==> config.mk <==
export PLATFORM = sky130hd
export DESIGN_NAME = instr_fetch_queue
export DESIGN_NICKNAME = d
export VERILOG_FILES = /design/src/rtl/instr_fetch_queue_pkg.sv /design/src/rtl/instr_fetch_queue_fetch_fifo.sv /design/src/rtl/instr_fetch_queue.sv
export SDC_FILE = /design/constraint.sdc
export NUM_CORES = 1
export LEC_CHECK = 0
export BUFFER_PORTS_ARGS = -buffer_cell sky130_fd_sc_hd__buf_2
export CORE_MARGIN = 1
export CORE_UTILIZATION = 30
export CTS_CLUSTER_SIZE = 8
export DETAILED_ROUTE_END_ITERATION = 8
export SETUP_SLACK_MARGIN = 0.5
export SLEW_MARGIN = 25
export SYNTH_ARGS = -nofsm -noshare
export SYNTH_HDL_FRONTEND = slang
export SYNTH_HIERARCHICAL = 1
export SYNTH_SLANG_ARGS = --single-unit
==> constraint.sdc <==
create_clock -name clk -period 21.2 [get_ports clk]
set_input_delay 3.18 -clock clk [delete_from_list [all_inputs] [get_ports clk]]
set_output_delay 3.18 -clock clk [all_outputs]
set_load 0.01 [all_outputs]
==> src/rtl/instr_fetch_queue_pkg.sv <==
// Shared types for the fetch stage and the decoder that consumes its output.
package instr_fetch_queue_pkg;

  // Word address of an instruction (byte address bits [31:2]).
  typedef logic [29:0] word_addr_t;

  // Fetch request state: nothing pending, live request, or request whose data is stale.
  typedef enum logic [1:0] {
    FETCH_IDLE,
    FETCH_REQ,
    FETCH_DROP
  } fetch_state_e;

  localparam word_addr_t DEFAULT_RESET_PC = 30'h0;

  // One buffered entry is {pc, instruction word}.
  localparam int FETCH_ENTRY_W = 62;

endpackage

==> src/rtl/instr_fetch_queue_fetch_fifo.sv <==
// Small synchronous FIFO holding fetched {pc, instruction} pairs; flush beats push and pop.
module fetch_fifo #(
  parameter int DEPTH = 4,
  parameter int WIDTH = 62
) (
  input  logic                     clk,
  input  logic                     rst,
  input  logic                     push,
  input  logic [WIDTH-1:0]         push_data,
  input  logic                     pop,
  input  logic                     flush,
  output logic                     full,
  output logic                     empty,
  output logic [$clog2(DEPTH):0]   count,
  output logic [WIDTH-1:0]         head_data
);

  localparam int PTR_W = $clog2(DEPTH);
  localparam logic [PTR_W:0] FULL_COUNT = (PTR_W + 1)'(DEPTH);

  logic [WIDTH-1:0] mem_q [DEPTH];
  logic [WIDTH-1:0] mem_d [DEPTH];
  logic [PTR_W-1:0] wr_ptr_q, wr_ptr_d;
  logic [PTR_W-1:0] rd_ptr_q, rd_ptr_d;
  logic [PTR_W:0]   count_q, count_d;
  logic             do_push, do_pop;

  assign empty     = (count_q == '0);
  assign full      = (count_q == FULL_COUNT);
  assign count     = count_q;
  // An empty FIFO shows zeros so stale storage never leaks onto the outputs.
  assign head_data = empty ? '0 : mem_q[rd_ptr_q];

  // Next pointers, count and storage contents; a write into a full FIFO is allowed only alongside a pop.
  always_comb begin
    do_pop   = pop && !empty;
    do_push  = push && (!full || do_pop);
    mem_d    = mem_q;
    wr_ptr_d = wr_ptr_q;
    rd_ptr_d = rd_ptr_q;
    count_d  = count_q;
    if (flush) begin
      wr_ptr_d = '0;
      rd_ptr_d = '0;
      count_d  = '0;
    end else begin
      if (do_push) begin
        mem_d[wr_ptr_q] = push_data;
        wr_ptr_d        = wr_ptr_q + PTR_W'(1);
      end
      if (do_pop) begin
        rd_ptr_d = rd_ptr_q + PTR_W'(1);
      end
      case ({do_push, do_pop})
        2'b10:   count_d = count_q + (PTR_W + 1)'(1);
        2'b01:   count_d = count_q - (PTR_W + 1)'(1);
        default: count_d = count_q;
      endcase
    end
  end

  // Pointer and occupancy registers.
  always_ff @(posedge clk) begin
    if (rst) begin
      wr_ptr_q <= '0;
      rd_ptr_q <= '0;
      count_q  <= '0;
    end else begin
      wr_ptr_q <= wr_ptr_d;
      rd_ptr_q <= rd_ptr_d;
      count_q  <= count_d;
    end
  end

  // Storage array; contents are don't-care until written because empty masks the head.
  always_ff @(posedge clk) begin
    mem_q <= mem_d;
  end

endmodule

==> src/rtl/instr_fetch_queue.sv <==
// Fetch stage: issues one word read at a time, buffers returned words with their PCs,
// and restarts at a redirect target while discarding any read already in flight.
module instr_fetch_queue
  import instr_fetch_queue_pkg::*;
#(
  parameter int         DEPTH    = 4,
  parameter word_addr_t RESET_PC = DEFAULT_RESET_PC
) (
  input  logic        clk,
  input  logic        rst,
  output logic        mem_req,
  output logic [29:0] mem_addr_I,
  input  logic        mem_ack,
  input  logic [31:0] mem_rdata_I,
  input  logic        redirect_valid,
  input  logic [29:0] redirect_addr,
  output logic        inst_valid,
  input  logic        inst_ready,
  output logic [31:0] inst_data,
  output logic [29:0] inst_pc
);

  localparam int CNT_W = $clog2(DEPTH) + 1;

  fetch_state_e       state_q, state_d;
  word_addr_t         fetch_pc_q, fetch_pc_d;
  word_addr_t         mem_addr_q, mem_addr_d;
  logic               mem_req_q, mem_req_d;

  logic               fifo_push, fifo_pop, fifo_flush;
  logic               fifo_full, fifo_empty;
  logic [CNT_W-1:0]   fifo_count, count_after;
  logic               room_after;
  logic [FETCH_ENTRY_W-1:0] fifo_head;

  assign fifo_flush = redirect_valid;
  assign fifo_pop   = inst_valid && inst_ready;
  assign fifo_push  = (state_q == FETCH_REQ) && mem_ack && !redirect_valid && (!fifo_full || fifo_pop);

  fetch_fifo #(
    .DEPTH (DEPTH),
    .WIDTH (FETCH_ENTRY_W)
  ) u_fetch_fifo (
    .clk       (clk),
    .rst       (rst),
    .push      (fifo_push),
    .push_data ({fetch_pc_q, mem_rdata_I}),
    .pop       (fifo_pop),
    .flush     (fifo_flush),
    .full      (fifo_full),
    .empty     (fifo_empty),
    .count     (fifo_count),
    .head_data (fifo_head)
  );

  assign inst_valid = !fifo_empty;
  assign inst_pc    = fifo_head[FETCH_ENTRY_W-1:32];
  assign inst_data  = fifo_head[31:0];
  assign mem_req    = mem_req_q;
  assign mem_addr_I = mem_addr_q;

  // Occupancy after this cycle's flush/push/pop decides whether another request may go out.
  always_comb begin
    count_after = fifo_count;
    if (fifo_flush) begin
      count_after = '0;
    end else if (fifo_push && !fifo_pop) begin
      count_after = fifo_count + CNT_W'(1);
    end else if (!fifo_push && fifo_pop) begin
      count_after = fifo_count - CNT_W'(1);
    end
    room_after = (count_after < CNT_W'(DEPTH));
  end

  // Fetch FSM next state; a redirect overrides everything, and an unacked read becomes DROP.
  always_comb begin
    state_d    = state_q;
    fetch_pc_d = fetch_pc_q;
    mem_req_d  = mem_req_q;
    mem_addr_d = mem_addr_q;
    if (redirect_valid) begin
      fetch_pc_d = redirect_addr;
      mem_req_d  = 1'b1;
      if (state_q == FETCH_IDLE || mem_ack) begin
        state_d    = FETCH_REQ;
        mem_addr_d = redirect_addr;
      end else begin
        state_d = FETCH_DROP;
      end
    end else begin
      case (state_q)
        FETCH_IDLE: begin
          if (room_after) begin
            state_d    = FETCH_REQ;
            mem_req_d  = 1'b1;
            mem_addr_d = fetch_pc_q;
          end
        end
        FETCH_REQ: begin
          if (mem_ack) begin
            fetch_pc_d = fetch_pc_q + 30'd1;
            mem_addr_d = fetch_pc_q + 30'd1;
            if (room_after) begin
              mem_req_d = 1'b1;
            end else begin
              state_d   = FETCH_IDLE;
              mem_req_d = 1'b0;
            end
          end
        end
        FETCH_DROP: begin
          if (mem_ack) begin
            state_d    = FETCH_REQ;
            mem_req_d  = 1'b1;
            mem_addr_d = fetch_pc_q;
          end
        end
        default: begin
          state_d   = FETCH_IDLE;
          mem_req_d = 1'b0;
        end
      endcase
    end
  end

  // FSM, fetch PC and registered request outputs.
  always_ff @(posedge clk) begin
    if (rst) begin
      state_q    <= FETCH_IDLE;
      fetch_pc_q <= RESET_PC;
      mem_req_q  <= 1'b0;
      mem_addr_q <= RESET_PC;
    end else begin
      state_q    <= state_d;
      fetch_pc_q <= fetch_pc_d;
      mem_req_q  <= mem_req_d;
      mem_addr_q <= mem_addr_d;
    end
  end

endmodule

==> metrics.txt, run 1 <==
setup_tns 0 ns; top cells by area, synth edfxtp_1 54%, dfxtp_1 10%, mux4_2 10%, nor2b_1 3.2%, xor2_1 1.7%; # diodes 0; DP Area 0.0151 mm^2; die area 0.0469 mm^2; P_leak 0.00557 uW; total power 1420 uW; max_cap viols 0; clock root buffer clkbuf_16; CTS Buf Count 45; Synth Instances 934; sequential-to-total area share from yosys stat 64.1%; global-route wire length before repair 52400 um; Hold WC Path Type flop to flop; drt via density 4.94; Die Width 216 um; IO buf count 160; clock sink total 318; Yosys top cell area share 54.0%; Async S/R FF share, synth 0%; Core Region 0.0454 mm^2; via count 8419; # DRC 0; fin crit period 5.91 ns; final setup fails 0; H-tree depth 2; largest net degree at the start of global routing 72; max frequency 169 MHz; Layout Nets 1163; Post-synth EDFFs 248; yosys synthesis warning count 6; Synth Area per Inst 14.8 um^2; cell area power density 87.0 mW/mm^2; power share of the sequential group 49.8%; worst clock skew 0.0180 ns; ratio of cells with drive above 1 in the final layout 27.7%; detailed placer's ending HPWL 21000 um; CTS Hold Bufs 0; Worst R2R Path Depth 10; critical path class flop to output port; CTS tree yes; Worst-path clk slew 0.05 ns; # Post-CTS Setup Buffers 0; grt ovf 0; WP data arrival 2.73 ns; Layout area overhead 18.6%; GR Util All Layers 14.8%; post-synth cell types 69; row count 78; RePlAce Congestion 0.835; crit end category output port; Comb power frac 5.8%; Routed Antenna Nets 0; Slew @ Worst Pin 1.03 ns; area of the mapped netlist 0.0138 mm^2; fin area 0.0164 mm^2; Starting Density 30.4%; flops & latches, synth 318; WP buf/inv 2; sw power 314 uW; relative slew slack 30.4%; CP cell instances buf_6 -> mux4_2 -> nor2b_1 -> buf_2; Final Hold Viols 0; crit path launch type flop; PostCTS Resize Cnt 0; CP max-delay cell buf_6; Hold WS 0.452 ns; routed wire length 34200 um; # fillers 4411; initial antenna violation count 1; status complete, no violations; RSZ-0062 raised after global routing false; Clk pwr share 44.4%; Syn Nets 1008; critical path's largest stage delay 0.60 ns; Required @ worst endpoint 18.02 ns; Peak VDD IR 0.0000496 V; ys flop type edfxtp_1; IO Pins 161; internal power 1110 uW; vias in the first global route 8630; fin. max-slew vios 0; DR WL/cell 20.1 um; CTS max path bufs 3; cell family with most CP delay buffers and inverters; worst hold stages 2; switching share of total power 22.1%; Clock Latency Late Sink 0.55 ns; 1st-pass router iterations 4; chip height 216 um; total stage count of the critical path 4; initial drt markers 588; fin crit share 27.9%; Yosys top cell by area edfxtp_1; crit-path max FO 46
[registers in the layout, indices dropped and copies added (netlist names)]
signal,cells
u_fetch_fifo/mem_q,248
fetch_pc_q,30
mem_addr_I,30
u_fetch_fifo/count,3
state_q,2
u_fetch_fifo/rd_ptr_q,2
u_fetch_fifo/wr_ptr_q,2
mem_req,1
[synthesized netlist by cell type (all sizes together), types with 6 or more instances]
| cell | instances |
|---|---|
| edfxtp | 248 |
| nor2b | 71 |
| dfxtp | 70 |
| mux4 | 62 |
| nand2 | 55 |
| buf | 35 |
| a21oi | 31 |
| nor2 | 31 |
| clkbuf | 29 |
| xor2 | 26 |
| nand3 | 24 |
| nand4 | 23 |
| xnor2 | 22 |
| nor4 | 19 |
| nand2b | 17 |
| nor3 | 17 |
| inv | 14 |
| o211ai | 11 |
| o21ai | 11 |
| a211oi | 9 |
| and3 | 9 |
| o211a | 7 |
| o21a | 7 |
| a21boi | 6 |
| a32o | 6 |
| ha | 6 |
| nor3b | 6 |
[stage by stage]
step,cells,utilization (%),setup slack (ns)
after CTS,1701,35.9,14.89
after floorplan,934,-,12.10
after detailed placement,1640,33.2,15.29
after global routing,1703,36.1,15.06
after global placement,1640,33.2,15.35
final,1703,36.1,15.29
[worst paths after layout]
path	startpoint	to	slack, ns
hold reg to reg	mem_addr_I[3]$_SDFFE_PP0P_	mem_addr_I[3]$_SDFFE_PP0P_	0.45
setup / recovery	u_fetch_fifo/rd_ptr_q[0]$_SDFFE_PP0P_	inst_pc[27]	15.29
hold / removal	mem_addr_I[3]$_SDFFE_PP0P_	mem_addr_I[3]$_SDFFE_PP0P_	0.45
setup reg to reg	u_fetch_fifo/count[2]$_SDFFE_PP0P_	u_fetch_fifo/count[2]$_SDFFE_PP0P_	17.61
[worst min-delay path: cells and delay by family (launching register included)]
family           cells  cell delay, ns
flip-flops           1            0.30
AND/OR/NAND/NOR      1            0.05
AO/OA/AOI/OAI        1            0.05
[power groups by stage]
stage	Sequential [uW]	Combinational (uW)	Clock, uW
global route	711	90.6	677
detailed placement	721	82.4	0
global placement	720	81.3	0
finish	710	82.3	632
floorplan	714	52.0	0
CTS	710	83.0	653
[cells in the final DEF (no fill, tap or decap), drive strengths merged, types with 14 or more instances in the layout]
master	n
nor3	17
nor2b	71
nor2	31
nand2b	17
buf	172
nand3	24
nand4	23
xnor2	22
edfxtp	248
mux4	62
clkbuf	60
nand2	55
xor2	26
inv	14
a21oi	31
nor4	19
dfxtp	70
[cell families after synthesis]
logic type | synth area share, %
AOI/OAI and AO/OA | 6.03
muxes | 10.7
xor gates and xnor gates | 3.05
and+or+nand+nor | 12.2
buffers and inverters | 3.16
adders and majority gates | 0.689
DFF | 64.1
[final cells by class]
cell class / instances / area (um^2) / area share, %
clock buffers: 60 / 1200 / 7.35
clock inverters: 1 / 16.3 / 0.0994
inverters: 15 / 56.3 / 0.344
multi-input cells: 537 / 4550 / 27.8
flip-flops and latches: 318 / 8860 / 54.1
well taps: 600 / 751 / 4.59
repair buffers: 172 / 935 / 5.71
[metal layers]
metal  vias up  global-route usage (%)  wire length, um
met2       258                    23.6            16200
met3        37                    3.51             1910
li1       3890                       -                -
met1      4234                    20.0            15500
met5         -                       0                0
met4         0                    4.08              629
No activity file was read; power rests on OpenSTA's default activity.
==> run 2: changes to the inputs <==
--- a/config.mk
+++ b/config.mk
@@ -5,6 +5,7 @@
 export SDC_FILE = /design/constraint.sdc
 export NUM_CORES = 1
 export LEC_CHECK = 0
+export ABC_AREA = 1
 export BUFFER_PORTS_ARGS = -buffer_cell sky130_fd_sc_hd__buf_2
 export CORE_MARGIN = 1
 export CORE_UTILIZATION = 30
==> constraint.sdc (replaced) <==
create_clock -name clk -period 5.54 [get_ports clk]
set_input_delay 0.831 -clock clk [delete_from_list [all_inputs] [get_ports clk]]
set_output_delay 0.831 -clock clk [all_outputs]
set_load 0.01 [all_outputs]
==> run 2 against run 1 <==
Register-to-register slack got worse by 15 ns. Setup slack got worse by 14 ns. Sequential cell count unchanged. Critical path depth increased by 2. Highest routed layer unchanged.
==> metrics.txt, run 2 <==
Largest Register u_fetch_fifo/mem_q; status complete, no violations; # DRC 0; Final Hold Viols 0; Yosys top cell by area edfxtp_1; detailed placer's ending HPWL 23100 um; count leader, synth nor2_1; multi-input logic area 0.00450 mm^2; WP data arrival 3.23 ns; initial antenna violation count 0; max_cap viols 0; global-route wire length before repair 57800 um; fin crit share 73.4%; grt ovf 0; CTS Buf Count 45; max frequency 246 MHz; P_leak 0.00640 uW; Slew @ Worst Pin 0.981 ns; Peak VDD IR 0.000189 V; post-synth cell types 36; RePlAce Congestion 0.836; ratio of cells with drive above 1 in the final layout 15.2%; fin. max-slew vios 0; Post-synth EDFFs 248; vias in the first global route 10190; Syn Nets 1574; IO Pins 161; total power 5600 uW; final setup fails 0; Core Region 0.0465 mm^2; top cells by area, synth edfxtp_1 53%, dfxtp_1 9.9%, nor2_1 9.5%, nand2_1 6.7%, o21ai_0 5.6%; drt via density 4.80; Routed Antenna Nets 0; worst clock skew 0.0169 ns; Yosys top cell area share 52.9%; IO buf count 160; Layout Nets 1718; relative slew slack 34.5%; Synth Area per Inst 9.39 um^2; Clock Latency Late Sink 0.55 ns; ys flop type edfxtp_1; 1st-pass router iterations 5; Hold WC Path Type flop to flop; CTS tree yes; initial drt markers 931; Synth Instances 1500; row count 79; synth cell count leaders 357 x nor2_1, 251 x nand2_1, 248 x edfxtp_1; CTS max path bufs 3; commonest non-fill, non-tap cell in the layout nor2_1; RSZ-0062 raised after global routing false; area of the mapped netlist 0.0141 mm^2; cell area power density 335 mW/mm^2; GR Util All Layers 15.7%; # fillers 4693; Worst-path clk slew 0.05 ns; die area 0.0478 mm^2; PostCTS Resize Cnt 0; via count 10870; FF/Latch Area 0.00885 mm^2; H-tree depth 2; crit end category output port; clock root buffer clkbuf_16; final setup margin 1.47 ns; critical path class flop to output port; Starting Density 30.3%; Layout area overhead 18.6%; chip height 219 um; Setup WS pre-CTS 2.12 ns; Async S/R FF share, synth 0%; clock sink total 318; # Post-CTS Setup Buffers 0; setup_tns 0 ns; largest net degree at the start of global routing 92; commonest cells after routing, fill and taps aside 352 x nor2_1, 251 x nand2_1, 248 x edfxtp_1; DR WL/cell 16.8 um; routed wire length 38100 um; crit-path max FO 66; crit path launch type flop; yosys synthesis warning count 6; max reg flops 248; CTS Hold Bufs 0; Required @ worst endpoint 4.71 ns; Hold WS 0.467 ns; fin crit period 4.07 ns; final core occ 36.0%; Die Width 219 um; sequential-to-total area share from yosys stat 62.8%; flops & latches, synth 318
## run 2: changes by cell type after synthesis, sizes merged, moves of 62 or more
cell | before | now
nor2 | 31 | 362
nand2 | 55 | 254
o21ai | 11 | 173
inv | 14 | 101
nor2b | 71 | 0
mux4 | 62 | 0
## run 2: logic make-up after synthesis
family / synth area share, %
simple gates: 19.8
buf+inv: 5.50
fa+ha+maj: 0.675
compound gates: 10.7
xor+xnor: 0.497
flops: 62.8
## run 2: critical path, stage by stage, from the launching register on
cell and delay (ns):
dfxtp_4 0.81, buf_4 0.73, nor2_1 0.11, nor2_1 0.10, o21ai_0 0.09, a21oi_1 0.56, buf_2 0.25
## run 2: power by group
group / switching, uW / leakage (uW) / internal [uW]
clock: 973 / 0.000593 / 1460
combinational: 273 / 0.00298 / 144
sequential: 92.1 / 0.00283 / 2650
total: 1340 / 0.00640 / 4260
## run 2: through the flow
stage | cell area, um^2 | std cells
2_1_floorplan | 14100 | 1500
3_3_place_gp | 15400 | 2203
3_5_place_dp | 15500 | 2204
4_1_cts | 16700 | 2263
5_1_grt | 16700 | 2263
6_report | 16700 | 2265
## run 2: worst paths after layout
path                                         start                                end  slack (ns)  cells past startpoint
max reg2reg     u_fetch_fifo/count[2]$_SDFFE_PP0P_  u_fetch_fifo/mem_q[134]$_DFFE_PP_        2.82                      9
min                     mem_addr_I[1]$_SDFFE_PP0P_         mem_addr_I[1]$_SDFFE_PP0P_        0.47                      2
min reg2reg             mem_addr_I[1]$_SDFFE_PP0P_         mem_addr_I[1]$_SDFFE_PP0P_        0.47                      2
max          u_fetch_fifo/rd_ptr_q[0]$_SDFFE_PP0P_                        inst_pc[20]        1.47                      6
## run 2: final cells by class
| cell class | instances | share of cell area [%] |
|---|---|---|
| Sequential cell | 318 | 53.0 |
| Multi-Input combinational cell | 1004 | 26.9 |
| Clock buffer | 56 | 6.99 |
| Timing Repair Buffer | 174 | 5.84 |
| Tap cell | 607 | 4.55 |
| Inverter | 101 | 2.30 |
| Clock inverter | 3 | 0.352 |
| Antenna cell | 2 | 0.0300 |
## run 2: per-layer routing
metal | GRT usage, % | routed length, um | vias to the layer above
li1 | - | - | 5323
met1 | 21.5 | 17200 | 5116
met2 | 25.7 | 17900 | 370
met3 | 2.31 | 2380 | 61
met4 | 4.07 | 635 | 0
met5 | 0 | 0 | -
